**src/rtl/dqs_preamble_detector_mc.sv**
```systemverilog
// Multi-lane DQS read-preamble hunter: detect pulse one cycle after the final sampled bit; no backpressure (en_i arms/aborts).
// Optional build macro DQS_DET_STATS_EN adds saturating pulse counters (match/skew/timeout).
module dqs_preamble_detector_mc #(
  parameter int NUM_LANES = 2,
  parameter int MAX_LEN   = 16,
  parameter int TIMEOUT_W = 8,
  parameter int SKEW_MAX  = 2,
  localparam int LW       = $clog2(MAX_LEN + 1)
) (
  input  logic                 clk_i,
  input  logic                 reset_i,
  input  logic                 en_i,
  input  logic [NUM_LANES-1:0] dqs_i,
  input  logic [2:0]           pre_amble_sett_i,
  input  logic [MAX_LEN-1:0]   pattern_i,
  input  logic [LW-1:0]        len_i,
  input  logic [TIMEOUT_W-1:0] timeout_i,
  output logic                 pattern_detected_o,
  output logic [NUM_LANES-1:0] lane_detected_o,
  output logic                 skew_err_o,
  output logic                 timeout_o,
  output logic                 busy_o
`ifdef DQS_DET_STATS_EN
  ,
  output logic [15:0]          match_cnt_o,
  output logic [15:0]          skew_err_cnt_o,
  output logic [15:0]          timeout_cnt_o
`endif
);

  localparam logic [0:0] IDLE = 1'b0;
  localparam logic [0:0] HUNT = 1'b1;

  localparam logic [LW-1:0] LEN_MAX  = LW'(MAX_LEN);
  localparam int            SW       = $clog2(SKEW_MAX + 1) + 1;
  localparam logic [SW-1:0] SKEW_LIM = SW'(SKEW_MAX);

  function automatic logic [MAX_LEN-1:0] len_mask(input logic [LW-1:0] l);
    return (MAX_LEN'(1) << l) - MAX_LEN'(1);
  endfunction

  logic [0:0]           state_q, state_d;
  logic [MAX_LEN-1:0]   pat_q, pat_d;
  logic [LW-1:0]        len_q, len_d;
  logic [LW-1:0]        fill_q, fill_d;
  logic [TIMEOUT_W-1:0] tmo_q, tmo_d;
  logic                 skew_act_q, skew_act_d;
  logic [SW-1:0]        skew_cnt_q, skew_cnt_d;
  logic [NUM_LANES-1:0] lane_q, lane_d;
  logic                 det_q, det_d;
  logic                 serr_q, serr_d;
  logic                 tout_q, tout_d;
  // The newest bit comes straight from dqs_i, so MAX_LEN-1 bits of history suffice.
  logic [MAX_LEN-2:0]   shift_q [NUM_LANES];
  logic                 shift_clr, shift_en;

  logic [LW-1:0]        sel_len;
  logic [MAX_LEN-1:0]   sel_pat;
  logic [MAX_LEN-1:0]   mask;
  logic                 fill_ok;
  logic [NUM_LANES-1:0] hit;
  logic [NUM_LANES-1:0] lane_new;
  logic                 first_edge;
  logic [SW-1:0]        skew_k;
  logic                 skew_expire;

  always_comb begin
    sel_len = LW'(2);
    sel_pat = MAX_LEN'(2'b10);
    case (pre_amble_sett_i)
      3'b001: begin sel_len = LW'(4); sel_pat = MAX_LEN'(4'b0010);     end
      3'b010: begin sel_len = LW'(4); sel_pat = MAX_LEN'(4'b1110);     end
      3'b011: begin sel_len = LW'(6); sel_pat = MAX_LEN'(6'b000010);   end
      3'b100: begin sel_len = LW'(8); sel_pat = MAX_LEN'(8'b00001010); end
      3'b101: begin
        if (len_i < LW'(2))       sel_len = LW'(2);
        else if (len_i > LEN_MAX) sel_len = LEN_MAX;
        else                      sel_len = len_i;
        sel_pat = pattern_i & len_mask(sel_len);
      end
      default: begin sel_len = LW'(2); sel_pat = MAX_LEN'(2'b10); end
    endcase
  end

  // A lane needs at least len_q real samples since arm, so zero-filled history never matches.
  always_comb begin
    mask    = len_mask(len_q);
    fill_ok = (fill_q >= (len_q - LW'(1)));
    hit     = '0;
    for (int n = 0; n < NUM_LANES; n++) begin
      hit[n] = fill_ok && ((({shift_q[n], dqs_i[n]}) & mask) == pat_q);
    end
  end

  assign lane_new    = lane_q | hit;
  assign first_edge  = (lane_q == '0) && (hit != '0);
  assign skew_k      = first_edge ? '0 : skew_cnt_q;
  assign skew_expire = (first_edge || skew_act_q) && (skew_k >= SKEW_LIM);

  always_comb begin
    state_d    = state_q;
    pat_d      = pat_q;
    len_d      = len_q;
    fill_d     = fill_q;
    tmo_d      = tmo_q;
    skew_act_d = skew_act_q;
    skew_cnt_d = skew_cnt_q;
    lane_d     = lane_q;
    det_d      = 1'b0;
    serr_d     = 1'b0;
    tout_d     = 1'b0;
    shift_clr  = 1'b0;
    shift_en   = 1'b0;
    case (state_q)
      IDLE: begin
        if (en_i) begin
          state_d    = HUNT;
          pat_d      = sel_pat;
          len_d      = sel_len;
          fill_d     = '0;
          tmo_d      = timeout_i;
          skew_act_d = 1'b0;
          skew_cnt_d = '0;
          lane_d     = '0;
          shift_clr  = 1'b1;
        end
      end
      default: begin
        if (!en_i) begin
          state_d    = IDLE;
          lane_d     = '0;
          skew_act_d = 1'b0;
        end else begin
          shift_en = 1'b1;
          lane_d   = lane_new;
          fill_d   = (fill_q == LEN_MAX) ? fill_q : fill_q + LW'(1);
          tmo_d    = (tmo_q != '0) ? tmo_q - TIMEOUT_W'(1) : tmo_q;
          // Exit priority: detect, then skew window, then timeout.
          if (&lane_new) begin
            det_d      = 1'b1;
            state_d    = IDLE;
            skew_act_d = 1'b0;
          end else if (skew_expire) begin
            serr_d     = 1'b1;
            state_d    = IDLE;
            skew_act_d = 1'b0;
          end else if (tmo_q == TIMEOUT_W'(1)) begin
            tout_d     = 1'b1;
            state_d    = IDLE;
            skew_act_d = 1'b0;
          end else if (first_edge || skew_act_q) begin
            skew_act_d = 1'b1;
            skew_cnt_d = skew_k + SW'(1);
          end
        end
      end
    endcase
  end

  always_ff @(posedge clk_i or posedge reset_i) begin
    if (reset_i) begin
      state_q    <= IDLE;
      pat_q      <= '0;
      len_q      <= '0;
      fill_q     <= '0;
      tmo_q      <= '0;
      skew_act_q <= 1'b0;
      skew_cnt_q <= '0;
      lane_q     <= '0;
      det_q      <= 1'b0;
      serr_q     <= 1'b0;
      tout_q     <= 1'b0;
    end else begin
      state_q    <= state_d;
      pat_q      <= pat_d;
      len_q      <= len_d;
      fill_q     <= fill_d;
      tmo_q      <= tmo_d;
      skew_act_q <= skew_act_d;
      skew_cnt_q <= skew_cnt_d;
      lane_q     <= lane_d;
      det_q      <= det_d;
      serr_q     <= serr_d;
      tout_q     <= tout_d;
    end
  end

  always_ff @(posedge clk_i or posedge reset_i) begin
    if (reset_i) begin
      for (int n = 0; n < NUM_LANES; n++) shift_q[n] <= '0;
    end else if (shift_clr) begin
      for (int n = 0; n < NUM_LANES; n++) shift_q[n] <= '0;
    end else if (shift_en) begin
      for (int n = 0; n < NUM_LANES; n++) shift_q[n] <= {shift_q[n][MAX_LEN-3:0], dqs_i[n]};
    end
  end

  assign pattern_detected_o = det_q;
  assign lane_detected_o    = lane_q;
  assign skew_err_o         = serr_q;
  assign timeout_o          = tout_q;
  assign busy_o             = (state_q == HUNT);

`ifdef DQS_DET_STATS_EN
  logic [15:0] match_cnt_q, skew_err_cnt_q, timeout_cnt_q;

  always_ff @(posedge clk_i or posedge reset_i) begin
    if (reset_i) begin
      match_cnt_q    <= '0;
      skew_err_cnt_q <= '0;
      timeout_cnt_q  <= '0;
    end else begin
      if (det_d && (match_cnt_q != 16'hFFFF))     match_cnt_q    <= match_cnt_q + 16'd1;
      if (serr_d && (skew_err_cnt_q != 16'hFFFF)) skew_err_cnt_q <= skew_err_cnt_q + 16'd1;
      if (tout_d && (timeout_cnt_q != 16'hFFFF))  timeout_cnt_q  <= timeout_cnt_q + 16'd1;
    end
  end

  assign match_cnt_o    = match_cnt_q;
  assign skew_err_cnt_o = skew_err_cnt_q;
  assign timeout_cnt_o  = timeout_cnt_q;
`endif

endmodule

```
**config.mk**
```make
export PLATFORM = sky130hd
export DESIGN_NAME = dqs_preamble_detector_mc
export DESIGN_NICKNAME = d
export VERILOG_FILES = /design/src/rtl/dqs_preamble_detector_mc.sv
export SDC_FILE = /design/constraint.sdc
export NUM_CORES = 1
export LEC_CHECK = 0
export ABC_AREA = 1
export CAP_MARGIN = 0
export CELL_PAD_IN_SITES_DETAIL_PLACEMENT = 0
export CELL_PAD_IN_SITES_GLOBAL_PLACEMENT = 2
export CORE_AREA = 2 2 135 111
export CTS_BUF_LIST = sky130_fd_sc_hd__clkbuf_4
export CTS_CLUSTER_DIAMETER = 200
export DETAILED_ROUTE_END_ITERATION = 6
export DIE_AREA = 0 0 137 113
export PLACE_DENSITY_LB_ADDON = 0.1
export SYNTH_ARGS = -nofsm -noshare
export SYNTH_HDL_FRONTEND = slang
export SYNTH_SLANG_ARGS = --single-unit
```
**constraint.sdc**
```tcl
create_clock -name clk_i -period 4.9 [get_ports clk_i]
set_clock_uncertainty 0.05 [all_clocks]
set_input_delay 1.47 -clock clk_i [delete_from_list [all_inputs] [get_ports clk_i]]
set_output_delay 1.47 -clock clk_i [all_outputs]
set_load 0.01 [all_outputs]
```
==> out/metrics.cfg <==
[placed_design]
post-place-ws_ns = 0.724
io_buffers = 42
placed_cells = 972
hpwl_um = 11700
gp_congestion = 0.918

[logic_synthesis]
syn_area_per_cell_um2 = 6.82
synth-compound-area-share_pct = 11.4
synth.area.mux_share_pct = 0
netlist_area_mm2 = 0.00514
synthCells = 754
ys_warn_count = 0
ys_types = 36
synth_adder_area_share_pct = 4.38
ys_ff_latch = 74
synth_top_family_by_area = simple AND/OR/NAND/NOR gates
yosys.area_share.simple_pct = 36.0
ys.flop_type = dfrtp_1
synth_edf_count = 0
synth_seq_area_share_pct = 36.0
synth_xor_area_share_pct = 2.22
async_flop_share_pct = 100

[global_routing]
overflow = 0
grt_use_met1_pct = 30.3
grt_pass1_wl_um = 24400
grt_max_degree = 75
grt_pass1_vias = 4633
grt.busiest_layer = met2
use_met2_pct = 30.5
antenna_found_initial = 0
grtUsageTotal_pct = 20.5
grtUsageMet3_pct = 5.56

[route]
vias = 4920
wl_per_cell_um = 15.1
routed_wl_um = 14900
drt_pass1_iterations = 5
first_iter_violations = 319
drc = 0
ant_nets = 0
drt-vias-per-instance = 4.98

[timing]
worst_hold_slack_ns = 0.455
maxSlewViolCount = 0
fin_ws_ns = 0.944
post-route-min-period_ns = 3.96
fmax_mhz = 253
setup_viol = 0
rsz0062_at_grt = no
worst_pin_slew_ns = 0.999
slew_headroom_pct = 33.4
fin_crit_sh_pct = 80.7
hold_viol = 0
tns_ns = 0

[clock_tree]
tritoncts.num_buffers = 9
clock_latency_ns = 0.45
cts_sinks = 74
cts_tree = done
cts.clk_slew.worst_paths_ns = 0.12
cts_root_buffer = clkbuf_4
postCtsResizedCells = 0
ctsHoldBuffers = 0
clock_path_buffers = 2
post-cts-setup-buffers = 0
cts-htree-levels = 3

[floorplanning]
initial_core_util_pct = 36.6
design.die.area_mm2 = 0.0155
rows = 39
die_h_um = 113
core_mm2 = 0.0141
die_w_um = 137
ios = 43

[layout]
antenna_cells = 0
fin_cells = 987
area_growth_pct = 14.8
drive_gt1_share_pct = 6.35
nNetsFinal = 854
ff_latch_area_mm2 = 0.00185
multi_input_area_mm2 = 0.00278
fillCellCount = 1495

[power_and_ir_drop]
power.density_mw_per_mm2 = 298
p_leak_nw = 2.94
ir_worst_vdd_mv = 0.155

[status]
status = finished clean

[critical_path]
crit_path_end_kind = flip-flop
critPathRequiredTime_ns = 5.25
crit-reg2reg-launch = len_q[0]
r2r_end = skew_cnt_q[2]
r2r_cells = 27
cp-start-kind = flip-flop
path_class = reg -> reg
cp_max_fo = 6
critPathArrivalTime_ns = 4.30
regToRegSetupSlack_ns = 0.94

[hold_path]
hold_path.class = reg -> reg
hold_path_depth = 1
hold_end = tmo_q[5]
hp-start = tmo_q[5]

[job]
maxCapViolCount = 0

## state kept, by name (all words and copies together), names as in the netlist
signal	flops
shift_q	30
pat_q	16
tmo_q	8
fill_q	5
len_q	5
skew_cnt_q	3
lane_detected_o	2
busy_o	1
pattern_detected_o	1
skew_act_q	1
skew_err_o	1
timeout_o	1
## worst max path at each step
| stage | to | start | cells past startpoint |
|---|---|---|---|
| global route | skew_cnt_q[2] | len_q[0] | 27 |
| floorplan | busy_o | reset_i | 1 |
| detailed placement | pat_q[14] | len_i[3] | 16 |
| CTS | skew_cnt_q[2] | len_q[0] | 27 |
| global placement | pat_q[8] | len_i[4] | 14 |
| finish | skew_cnt_q[2] | len_q[0] | 27 |
## layout make-up
type                       count  share of cell area, %
multi-input combinational    546                   47.1
clock buffer                  11                   1.40
clock inverter                 4                  0.742
sequential                    74                   31.4
timing repair buffer          47                   7.76
tap                          184                   3.90
inverter                     121                   7.69
## cell usage after synthesis (3+ instances only)
library cell	number	area, um2
inv_1	118	443
xnor2_1	4	35.0
o22ai_1	35	219
nand3b_1	4	30.0
nor3_1	10	50.1
dfrtp_1	74	1850
xor2_1	9	78.8
inv_2	3	11.3
nand4_1	17	106
nand3_1	88	440
o211ai_1	3	22.5
nor2_2	3	18.8
o21ai_0	35	175
a21oi_1	13	65.1
nor2_1	70	263
nand2_1	192	721
nand2_2	17	106
clkbuf_1	12	45.0
ha_1	18	225
o21ai_1	3	15.0
nor2_4	5	56.3
## stage by stage
step           area (um2)  util [%]  total power [mW]
3_5_place_dp         5780      41.1              1.38
3_3_place_gp         5780      41.1              1.37
6_report             5900      42.0              1.76
5_1_grt              5900      42.0              1.91
2_1_floorplan        5140         -              1.18
4_1_cts              5900      42.0              1.78
## routing by layer
| metal | up-vias | routed length [um] |
|---|---|---|
| li1 | 2547 | - |
| met1 | 2269 | 7500 |
| met2 | 95 | 6490 |
| met3 | 9 | 806 |
| met4 | 0 | 117 |
| met5 | - | 0 |
## logic make-up after synthesis
group	Yosys count
buffers and inverters	135
AOI/OAI and AO/OA	101
other	1
adders and majority gates	18
DFF	74
xor gates and xnor gates	13
and+or+nand+nor	412
## placed cells by master, fill, tap and decap left out, drive strengths merged, types with 3 or more instances in the layout
cell and instances:
clkinv 3, nand3b 4, inv 121, xnor2 4, nand4 17, nand3 88
clkdlybuf4s50 42, o211ai 3, dfrtp 74, nor2 79, nand2 209, o21ai 38
clkbuf 11, buf 5, o22ai 35, a21oi 13, nor3 11, ha 18
xor2 9
## where the power goes
group,switching (mW),total (mW),internal [mW],leakage (nW)
clock,0.226,0.387,0.161,0.0741
sequential,0.0416,0.694,0.653,0.992
combinational,0.455,0.678,0.223,1.87
## critical path: stages (launching register included)
cell and delay (ns):
dfrtp_1 0.41, inv_1 0.15, ha_1 0.28, inv_1 0.06, nor2_1 0.06, nand2_2 0.15, ha_1 0.24, nand3_1 0.24
nor2_2 0.25, nand3_1 0.13, nand2_1 0.13, nand3_1 0.09, nand2_1 0.06, nand2_1 0.05, nor2_1 0.08, nand2_1 0.07
nor2_1 0.24, nand2_1 0.11, nand2_1 0.09, nand2_2 0.09, nand2_1 0.11, inv_1 0.07, ha_1 0.19, inv_1 0.07
nand3_1 0.11, nor2_2 0.15, nand3_1 0.09, nand2_1 0.08
Note: power is estimated with default switching activity, not from simulation.
